File: src/rtl/knn_vote.sv
// rtl/knn_vote.sv - KNN class vote over K sorted neighbours, sequential tally scan, valid/ready result.
// Optional rank weighting (vote = K-r) when KNN_VOTE_WEIGHTED_EN is defined.
module knn_vote #(
    parameter int DATA_W = 32,
    parameter int K      = 4,
    parameter int L      = 8,
    parameter int NCLASS = 16,
`ifdef KNN_VOTE_WEIGHTED_EN
    parameter int VW     = $clog2(K*(K+1)/2+1)
`else
    parameter int VW     = $clog2(K+1)
`endif
) (
    input  logic                clk,
    input  logic                rst,
    input  logic                clr,
    input  logic                nb_valid,
    input  logic [DATA_W+L-1:0] nb_data,
    output logic                nb_ready,
    output logic                out_valid,
    input  logic                out_ready,
    output logic [L-1:0]        out_label,
    output logic [VW-1:0]       out_votes,
    output logic                out_none
);
    localparam int RW = (K > 1) ? $clog2(K) : 1;
    localparam int CW = (NCLASS > 1) ? $clog2(NCLASS) : 1;

    typedef enum logic [1:0] {IDLE, SCAN, DONE} state_t;

    state_t        r_state;
    logic [VW-1:0] r_cnt   [NCLASS];
    logic [RW-1:0] r_first [NCLASS];
    logic [RW-1:0] r_idx;
    logic [CW-1:0] r_c;
    logic [VW-1:0] r_best_cnt;
    logic [RW-1:0] r_best_first;
    logic [CW-1:0] r_best_lbl;
    logic          r_nb_ready;
    logic          r_out_valid;
    logic          r_out_none;
    logic [L-1:0]  r_out_label;
    logic [VW-1:0] r_out_votes;

    logic [L-1:0]  w_lbl;
    logic [CW-1:0] w_lbl_idx;
    logic          w_lbl_ok;
    logic          w_acc;
    logic          w_take;
    logic          w_clr_cnt;
    logic [VW-1:0] w_wt;
    logic          w_unused_dist;

    assign w_lbl         = nb_data[L-1:0];
    assign w_lbl_idx     = w_lbl[CW-1:0];
    assign w_lbl_ok      = 32'(w_lbl) < 32'(NCLASS);
    assign w_unused_dist = ^nb_data[DATA_W+L-1:L];
    assign w_acc         = nb_valid & r_nb_ready;
    assign w_clr_cnt     = clr | ((r_state == DONE) & r_out_valid & out_ready);
`ifdef KNN_VOTE_WEIGHTED_EN
    assign w_wt = VW'(K) - VW'(r_idx);
`else
    assign w_wt = VW'(1);
`endif

    // Equal tallies are won by the class whose first hit had the lower rank (nearer neighbour).
    assign w_take = (r_cnt[r_c] > r_best_cnt) ||
                    ((r_cnt[r_c] == r_best_cnt) && (r_cnt[r_c] != '0) &&
                     (r_first[r_c] < r_best_first));

    always_ff @(posedge clk or negedge rst) begin
        if (!rst) begin
            for (int i = 0; i < NCLASS; i++) begin
                r_cnt[i]   <= '0;
                r_first[i] <= '0;
            end
        end else if (w_clr_cnt) begin
            for (int i = 0; i < NCLASS; i++) begin
                r_cnt[i]   <= '0;
                r_first[i] <= '0;
            end
        end else if (w_acc && w_lbl_ok) begin
            r_cnt[w_lbl_idx] <= r_cnt[w_lbl_idx] + w_wt;
            if (r_cnt[w_lbl_idx] == '0)
                r_first[w_lbl_idx] <= r_idx;
        end
    end

    always_ff @(posedge clk or negedge rst) begin
        if (!rst) begin
            r_state      <= IDLE;
            r_idx        <= '0;
            r_c          <= '0;
            r_best_cnt   <= '0;
            r_best_first <= '0;
            r_best_lbl   <= '0;
            r_nb_ready   <= 1'b1;
            r_out_valid  <= 1'b0;
            r_out_none   <= 1'b0;
            r_out_label  <= '0;
            r_out_votes  <= '0;
        end else if (clr) begin
            r_state     <= IDLE;
            r_idx       <= '0;
            r_nb_ready  <= 1'b1;
            r_out_valid <= 1'b0;
            r_out_none  <= 1'b0;
            r_out_label <= '0;
            r_out_votes <= '0;
        end else begin
            case (r_state)
                IDLE: begin
                    if (w_acc) begin
                        if (r_idx == RW'(K-1)) begin
                            r_state      <= SCAN;
                            r_nb_ready   <= 1'b0;
                            r_c          <= '0;
                            r_best_cnt   <= '0;
                            r_best_first <= '0;
                            r_best_lbl   <= '0;
                        end else begin
                            r_idx <= r_idx + 1'b1;
                        end
                    end
                end
                SCAN: begin
                    if (w_take) begin
                        r_best_cnt   <= r_cnt[r_c];
                        r_best_first <= r_first[r_c];
                        r_best_lbl   <= r_c;
                    end
                    if (r_c == CW'(NCLASS-1))
                        r_state <= DONE;
                    else
                        r_c <= r_c + 1'b1;
                end
                DONE: begin
                    // First DONE cycle registers the result; best_lbl stays 0 when nothing voted.
                    if (!r_out_valid) begin
                        r_out_valid <= 1'b1;
                        r_out_none  <= (r_best_cnt == '0);
                        r_out_label <= L'(r_best_lbl);
                        r_out_votes <= r_best_cnt;
                    end else if (out_ready) begin
                        r_out_valid <= 1'b0;
                        r_state     <= IDLE;
                        r_nb_ready  <= 1'b1;
                        r_idx       <= '0;
                    end
                end
                default: r_state <= IDLE;
            endcase
        end
    end

    assign nb_ready  = r_nb_ready;
    assign out_valid = r_out_valid;
    assign out_label = r_out_label;
    assign out_votes = r_out_votes;
    assign out_none  = r_out_none;
endmodule

File: config.mk
export PLATFORM = sky130hd
export DESIGN_NAME = knn_vote
export DESIGN_NICKNAME = d
export VERILOG_FILES = /design/src/rtl/knn_vote.sv
export SDC_FILE = /design/constraint.sdc
export NUM_CORES = 1
export LEC_CHECK = 0
export ABC_AREA = 1
export ABC_CLOCK_PERIOD_IN_PS = 5300
export CAP_MARGIN = 10
export CORE_UTILIZATION = 47
export CTS_CLUSTER_DIAMETER = 80
export DETAILED_ROUTE_END_ITERATION = 7
export GPL_TIMING_DRIVEN = 0
export HOLD_SLACK_MARGIN = 0.05
export PLACE_DENSITY = 0.75
export REMOVE_ABC_BUFFERS = 1
export SETUP_SLACK_MARGIN = 0.2
export SYNTH_ARGS = -nofsm -noshare
export SYNTH_HDL_FRONTEND = slang
export SYNTH_SLANG_ARGS = --single-unit
File: constraint.sdc
create_clock -name clk -period 5.3 [get_ports clk]
set_clock_uncertainty 0.1 [all_clocks]
set_input_delay 0.53 -clock clk [delete_from_list [all_inputs] [get_ports clk]]
set_output_delay 0.53 -clock clk [all_outputs]
set_load 0.005 [all_outputs]
==> flow_summary.json, run 1 <==
{
  "r2r-end": "r_best_lbl[2]",
  "grt_pass1_wl_mm": 25.32,
  "fin_crit_sh_pct": 70.19,
  "fmax_mhz": 268.8,
  "rrSetupSlack_ns": 1.75,
  "synth_top_family_by_area": "simple AND/OR/NAND/NOR gates",
  "pre_cts_ws_ns": 1.298,
  "synth_edf_count": 0,
  "fp.dieArea_um2": 13330,
  "async_flop_share_pct": 100.0,
  "yosysSeqAreaShare_pct": 44.26,
  "grt_pass1_vias": 5410,
  "top_layer": "met4",
  "clk_path_buf_depth": 2,
  "synthAdderAreaFrac_pct": 1.654,
  "postCtsSetupBuffers": 0,
  "cp-end-kind": "flip-flop",
  "synthSimpleGateAreaFrac_pct": 23.53,
  "syn_area_um2": 6052,
  "die_h_um": 115.5,
  "row_count": 41,
  "p_per_area_nw_per_um2": 359.1,
  "stdcell_count": 977,
  "grt_util_all_layers_pct": 24.86,
  "initial_utilization_pct": 48.15,
  "synth_cell_types": 40,
  "yosysWarnings": 0,
  "crit_fanout": 18,
  "nNetsFinal": 853,
  "dr.pass1.iters": 6,
  "synth_compound_area_share_pct": 18.23,
  "viasPerCell": 5.506,
  "outcome": "finished clean",
  "p_int_mw": 1.443,
  "maxCapViolCount": 0,
  "worstReg2RegStart": "r_c[0]",
  "place_congestion": 0.8324,
  "cts_buffers": 9,
  "yosysTopAreaCell": "dfrtp_1",
  "antenna_cells": 0,
  "fin_crit_ns": 3.720,
  "drtIter0Drc": 468,
  "syn_inst": 797,
  "insertion_delay_ns": 0.36,
  "p_leak_nw": 2.955,
  "slowest_delay_ns": 0.54,
  "root_buffer": "clkbuf_16",
  "wl_met2_mm": 7.150,
  "muxShareOfSynthArea_pct": 0,
  "mostFrequentLayoutCells": "188 x nand2_1, 108 x inv_1, 105 x dfrtp_1",
  "hold_path.class": "in -> async",
  "slew_headroom_pct": 31.17,
  "die_w_um": 115.5,
  "syn_avg_cell_area_um2": 7.594,
  "h-tree-depth": 3,
  "clkSinkCount": 107,
  "synth_xor_area_share_pct": 0,
  "core_area_um2": 12570,
  "num_vias": 5379,
  "synth_area_leaders": "dfrtp_1 44%, nand2_1 12%, o22ai_1 7.8%, inv_1 6.7%, nand3_1 4.4%",
  "sequentialPowerShare_pct": 40.6,
  "swShare_pct": 38.71,
  "holdBufCountCts": 0,
  "cp.required_ns": 5.39,
  "syn_to_final_growth_pct": 8.311,
  "p_sw_uw": 911.4,
  "finalHoldViolations": 0,
  "finalMaxSlewViolations": 0,
  "ir_drop_v": 0.0001893,
  "port_buffers": 22,
  "antenna_found_initial": 0,
  "mostFrequentLayoutCell": "nand2_1",
  "drc": 0,
  "drive_gt1_share_pct": 8.696,
  "hpwl_mm": 10.23,
  "cp_data_arrival_time_ns": 3.81,
  "tightest_slew_ns": 1.032,
  "rsz0062_at_grt": "no",
  "synth_flop_cell": "dfrtp_1",
  "setup_ws_ns": 1.580,
  "wl_mm": 14.84,
  "m1WireLength_mm": 6.391,
  "cts_tree": "yes",
  "num_io_pins": 59,
  "crit_path_start_kind": "primary input",
  "drtAntennaViolNets": 0,
  "worstPathCellList": "clkdlybuf4s50_1 -> nor2_1 -> inv_1 -> o22ai_1 -> o21ai_0 -> nand4_2 -> ha_1 -> inv_1 -> nand2_1 -> nand2_1 -> o22ai_1",
  "finalSetupViolations": 0,
  "ctsResizeCount": 0,
  "power_frac_comb_pct": 31.0,
  "p_clk_share_pct": 28.4,
  "yosys_register_bits": 107,
  "dr_wl_met3_um": 834,
  "slowest_stage": "nand4_2",
  "grt_overflow": 0,
  "r2r_cells": 16,
  "wl_per_cell_um": 15.19,
  "clk_pin_slew_ns": 0.07,
  "dp.cells": 961,
  "synth_top_area_share_pct": 43.83,
  "grt_max_degree": 71,
  "crit_type": "in -> reg",
  "finalPower_mw": 2.354
}
[metal layers]
layer	track usage, %	up-vias
met4	13.33	0
met5	0	-
met1	31.48	2545
li1	-	2609
met3	5.492	45
met2	39.84	180
[state kept, by name, summed over array words and instances, names as in the netlist, 3 cells and up]
signal	count
out_votes	3
r_best_cnt	3
r_best_lbl	4
out_label	4
r_cnt	48
r_c	4
r_first	32
[worst max-delay path, delay by kind of cell]
family | cells | cell delay, ns
AND/OR/NAND/NOR | 4 | 1.13
adder cells (fa/ha/maj) | 1 | 0.45
buffers and inverters | 3 | 1.02
AO/OA/AOI/OAI | 3 | 0.67
[metrics by stage]
step                      hold WS, ns  util (%)  TNS, ns  area, um^2
after floorplan                0.1344         -        0        5807
after CTS                     0.05831     52.16        0        6555
after global placement         0.3565     49.67   -51.71        6242
final                         0.03825     52.16        0        6555
after global routing          0.07979     52.16        0        6555
after detailed placement       0.3632     49.88        0        6269
[Yosys cell counts (3+ instances only)]
master    instances
ha_1              8
dfrtp_1         106
nor2_1           60
o21ai_0          46
clkbuf_1          5
o21ai_1          32
o22ai_1          75
buf_4             8
nand3_1          53
nand2_1         188
clkinv_1          3
o211ai_1          6
nor2_2           11
inv_2            15
buf_2            10
o21ai_2           9
a21oi_1          14
buf_6             8
nand2_2           4
inv_1           108
nor2_4            4
[worst max path at each step]
stage / depth (start not counted) / to / startpoint / slack (ns)
2_1_floorplan: 15 / r_best_cnt[0] / r_c[0] / 2.31
3_3_place_gp: 1 / r_cnt[4] / rst / -0.50
3_5_place_dp: 11 / r_cnt[32] / nb_data[0] / 1.30
4_1_cts: 11 / r_cnt[32] / nb_data[0] / 1.69
5_1_grt: 11 / r_cnt[35] / nb_data[1] / 1.45
6_report: 11 / r_cnt[35] / nb_data[0] / 1.58
[layout make-up]
class,instances,area [um^2]
Clock buffer,11,232.7
Clock inverter,5,53.80
Sequential cell,107,2680
Multi-Input combinational cell,531,2643
Timing Repair Buffer,23,245.2
Inverter,128,485.5
Tap cell,172,215.2
Fill cell,1246,6013
[cells by family (layout without fill, tap and decap cells)]
group | after synthesis | count (layout)
AND/OR/NAND/NOR | 331 | 331
AO/OA/AOI/OAI | 188 | 188
buffers and inverters | 162 | 167
flip-flops | 107 | 107
adder cells (fa/ha/maj) | 8 | 8
other | 1 | 4
[power by group through the flow]
stage                     clock [mW]  sequential, mW  combinational (mW)
final                          0.669           0.955               0.730
after CTS                      0.679           0.951               0.724
after global routing           0.712           0.963               0.836
after detailed placement           0           0.966               0.721
after floorplan                    0           0.925               0.516
after global placement             0           0.966               0.716
(Power assumes the default switching activity.)
==> run 2: changes to the inputs <==
ABC_CLOCK_PERIOD_IN_PS = 3300   (was 5300)
PLACE_DENSITY = 0.77   (was 0.75)
clock period = 3.3 ns   (was 5.3 ns; I/O delays follow)
==> flow_summary.json, run 2 (synthesized netlist as in run 1, its figures left out) <==
{
  "slowest_stage": "clkdlybuf4s50_1",
  "die_h_um": 115.5,
  "dpl_cell_area_um2": 6269,
  "cp-end-kind": "flip-flop",
  "r2r_cells": 15,
  "grt_pass1_vias": 5189,
  "cts_buffers": 9,
  "place_congestion": 0.8557,
  "mostFrequentLayoutCell": "nand2_1",
  "grt_overflow": 0,
  "clk_path_buf_depth": 2,
  "top_register": "r_cnt",
  "syn_to_final_growth_pct": 11.27,
  "drtIter0Drc": 421,
  "die_w_um": 115.5,
  "h-tree-depth": 3,
  "hpwl_mm": 10.18,
  "finalMaxSlewViolations": 0,
  "cts_tree": "yes",
  "finalHoldViolations": 0,
  "grt_max_degree": 65,
  "hold_path.class": "reg -> reg",
  "ir_drop_v": 0.0004194,
  "core_area_um2": 12570,
  "viasPerCell": 5.521,
  "fin_crit_ns": 2.875,
  "finalSetupViolations": 0,
  "antenna_cells": 0,
  "p_per_area_nw_per_um2": 601.4,
  "rsz0062_at_grt": "no",
  "cp.required_ns": 3.42,
  "dr.pass1.iters": 7,
  "port_buffers": 22,
  "hold_depth": 2,
  "clkSinkCount": 107,
  "hp-start": "r_best_lbl[3]",
  "crit_fanout": 18,
  "largest_reg_flops": 48,
  "initial_utilization_pct": 48.15,
  "slowest_delay_ns": 0.53,
  "wl_per_cell_um": 15.35,
  "critPathBufInv": 3,
  "p_leak_nw": 3.015,
  "mostFrequentLayoutCells": "186 x nand2_1, 105 x inv_1, 104 x dfrtp_1",
  "crit_path_start_kind": "primary input",
  "antenna_found_initial": 0,
  "tightest_slew_ns": 0.8774,
  "design_area_um2": 6734,
  "r2r-end": "r_best_first[0]",
  "crit_family": "simple AND/OR/NAND/NOR gates",
  "fin_crit_sh_pct": 87.11,
  "worstReg2RegStart": "r_c[1]",
  "fp.dieArea_um2": 13330,
  "fillCellCount": 1182,
  "root_buffer": "clkbuf_16",
  "fin_tns_setup_ns": 0,
  "regArea_um2": 2686,
  "worstPathCellList": "clkdlybuf4s50_1 -> nor2_1 -> inv_2 -> o22ai_1 -> o21ai_0 -> nand4_4 -> inv_1 -> ha_1 -> nand2_2 -> nand2_2 -> nand2_1 -> nand2_1 -> o21ai_1",
  "nNetsFinal": 857,
  "num_io_pins": 59,
  "clk_pin_slew_ns": 0.08,
  "drive_gt1_share_pct": 10.01,
  "crit_type": "in -> reg",
  "min_to": "r_best_lbl[3]",
  "num_vias": 5416,
  "row_count": 41,
  "maxCapViolCount": 0,
  "multi_input_area_um2": 2656,
  "drtAntennaViolNets": 0,
  "wl_mm": 15.06,
  "reg.largest.list": "r_cnt x48, r_first x32",
  "rrSetupSlack_ns": 0.49,
  "slew_headroom_pct": 41.51,
  "fmax_mhz": 347.9,
  "grt_pass1_wl_mm": 24.45,
  "drc": 0,
  "grt_util_all_layers_pct": 24.21,
  "outcome": "finished clean",
  "insertion_delay_ns": 0.37,
  "cp_data_arrival_time_ns": 3.00
}
run 2: what timing repair did:
| item | in CTS | in global routing |
|---|---|---|
| setup buffers | 0 | 3 |
| hold endpoints to repair | 43 | 0 |
| endpoints found under the setup margin | 73 | 73 |
| pin swaps | 0 | 1 |
| hold buffers | 1 | 0 |
| resized for setup | 6 | 8 |
run 2: report_power, final:
group / internal, mW / leakage [nW] / switching (mW)
Sequential: 1.36 / 1.47 / 0.163
Clock: 0.748 / 0.167 / 0.512
Combinational: 0.418 / 1.37 / 0.849
Total: 2.53 / 3.02 / 1.52
run 2: through the flow:
stage / power (mW) / utilization, % / worst slack [ns] / hold slack [ns] / instances
after floorplan: 2.315 / - / 0.3109 / -0.06559 / 766
after global placement: 2.700 / 49.67 / -2.271 / 0.3592 / 960
after detailed placement: 2.716 / 49.88 / -0.5138 / 0.2805 / 961
after CTS: 3.988 / 52.90 / 0.2052 / 0.3778 / 978
after global routing: 4.268 / 53.58 / 0.2579 / 0.4015 / 981
final: 4.050 / 53.58 / 0.4253 / 0.3748 / 981
run 2: worst max-delay path by stage:
stage | start | to | slack [ns] | cells after the start
finish | nb_data[0] | r_first[20] | 0.43 | 13
floorplan | r_c[0] | r_best_cnt[0] | 0.31 | 15
global placement | rst | r_cnt[4] | -2.27 | 1
global route | nb_data[1] | r_first[24] | 0.26 | 14
detailed placement | nb_data[0] | r_cnt[35] | -0.51 | 11
CTS | nb_data[0] | r_first[9] | 0.21 | 13
run 2: worst min-delay path: cells and delay by family, from the launching register on:
family | cells | cell delay (ns)
DFF | 1 | 0.35
and+or+nand+nor | 2 | 0.10
run 2: cell type report:
cell class,count,share of cell area [%]
Clock buffer,9,3.344
Clock inverter,7,1.839
Tap cell,172,3.196
Timing Repair Buffer,27,4.794
Sequential cell,107,39.89
Multi-Input combinational cell,531,39.45
Inverter,128,7.488
run 2: metal layers:
metal | global-route usage [%] | wire, um | part of all wire, %
met1 | 30.47 | 6381 | 42
met3 | 5.387 | 836 | 5.6
met5 | 0 | 0 | 0
met2 | 39.52 | 7305 | 49
met4 | 11.86 | 539 | 3.6
==> run 3: changes to the inputs <==
HOLD_SLACK_MARGIN = 0.02   (was 0.05)
==> results of run 3 <==
The final DEF is identical to that of run 2; final timing and power are the same.
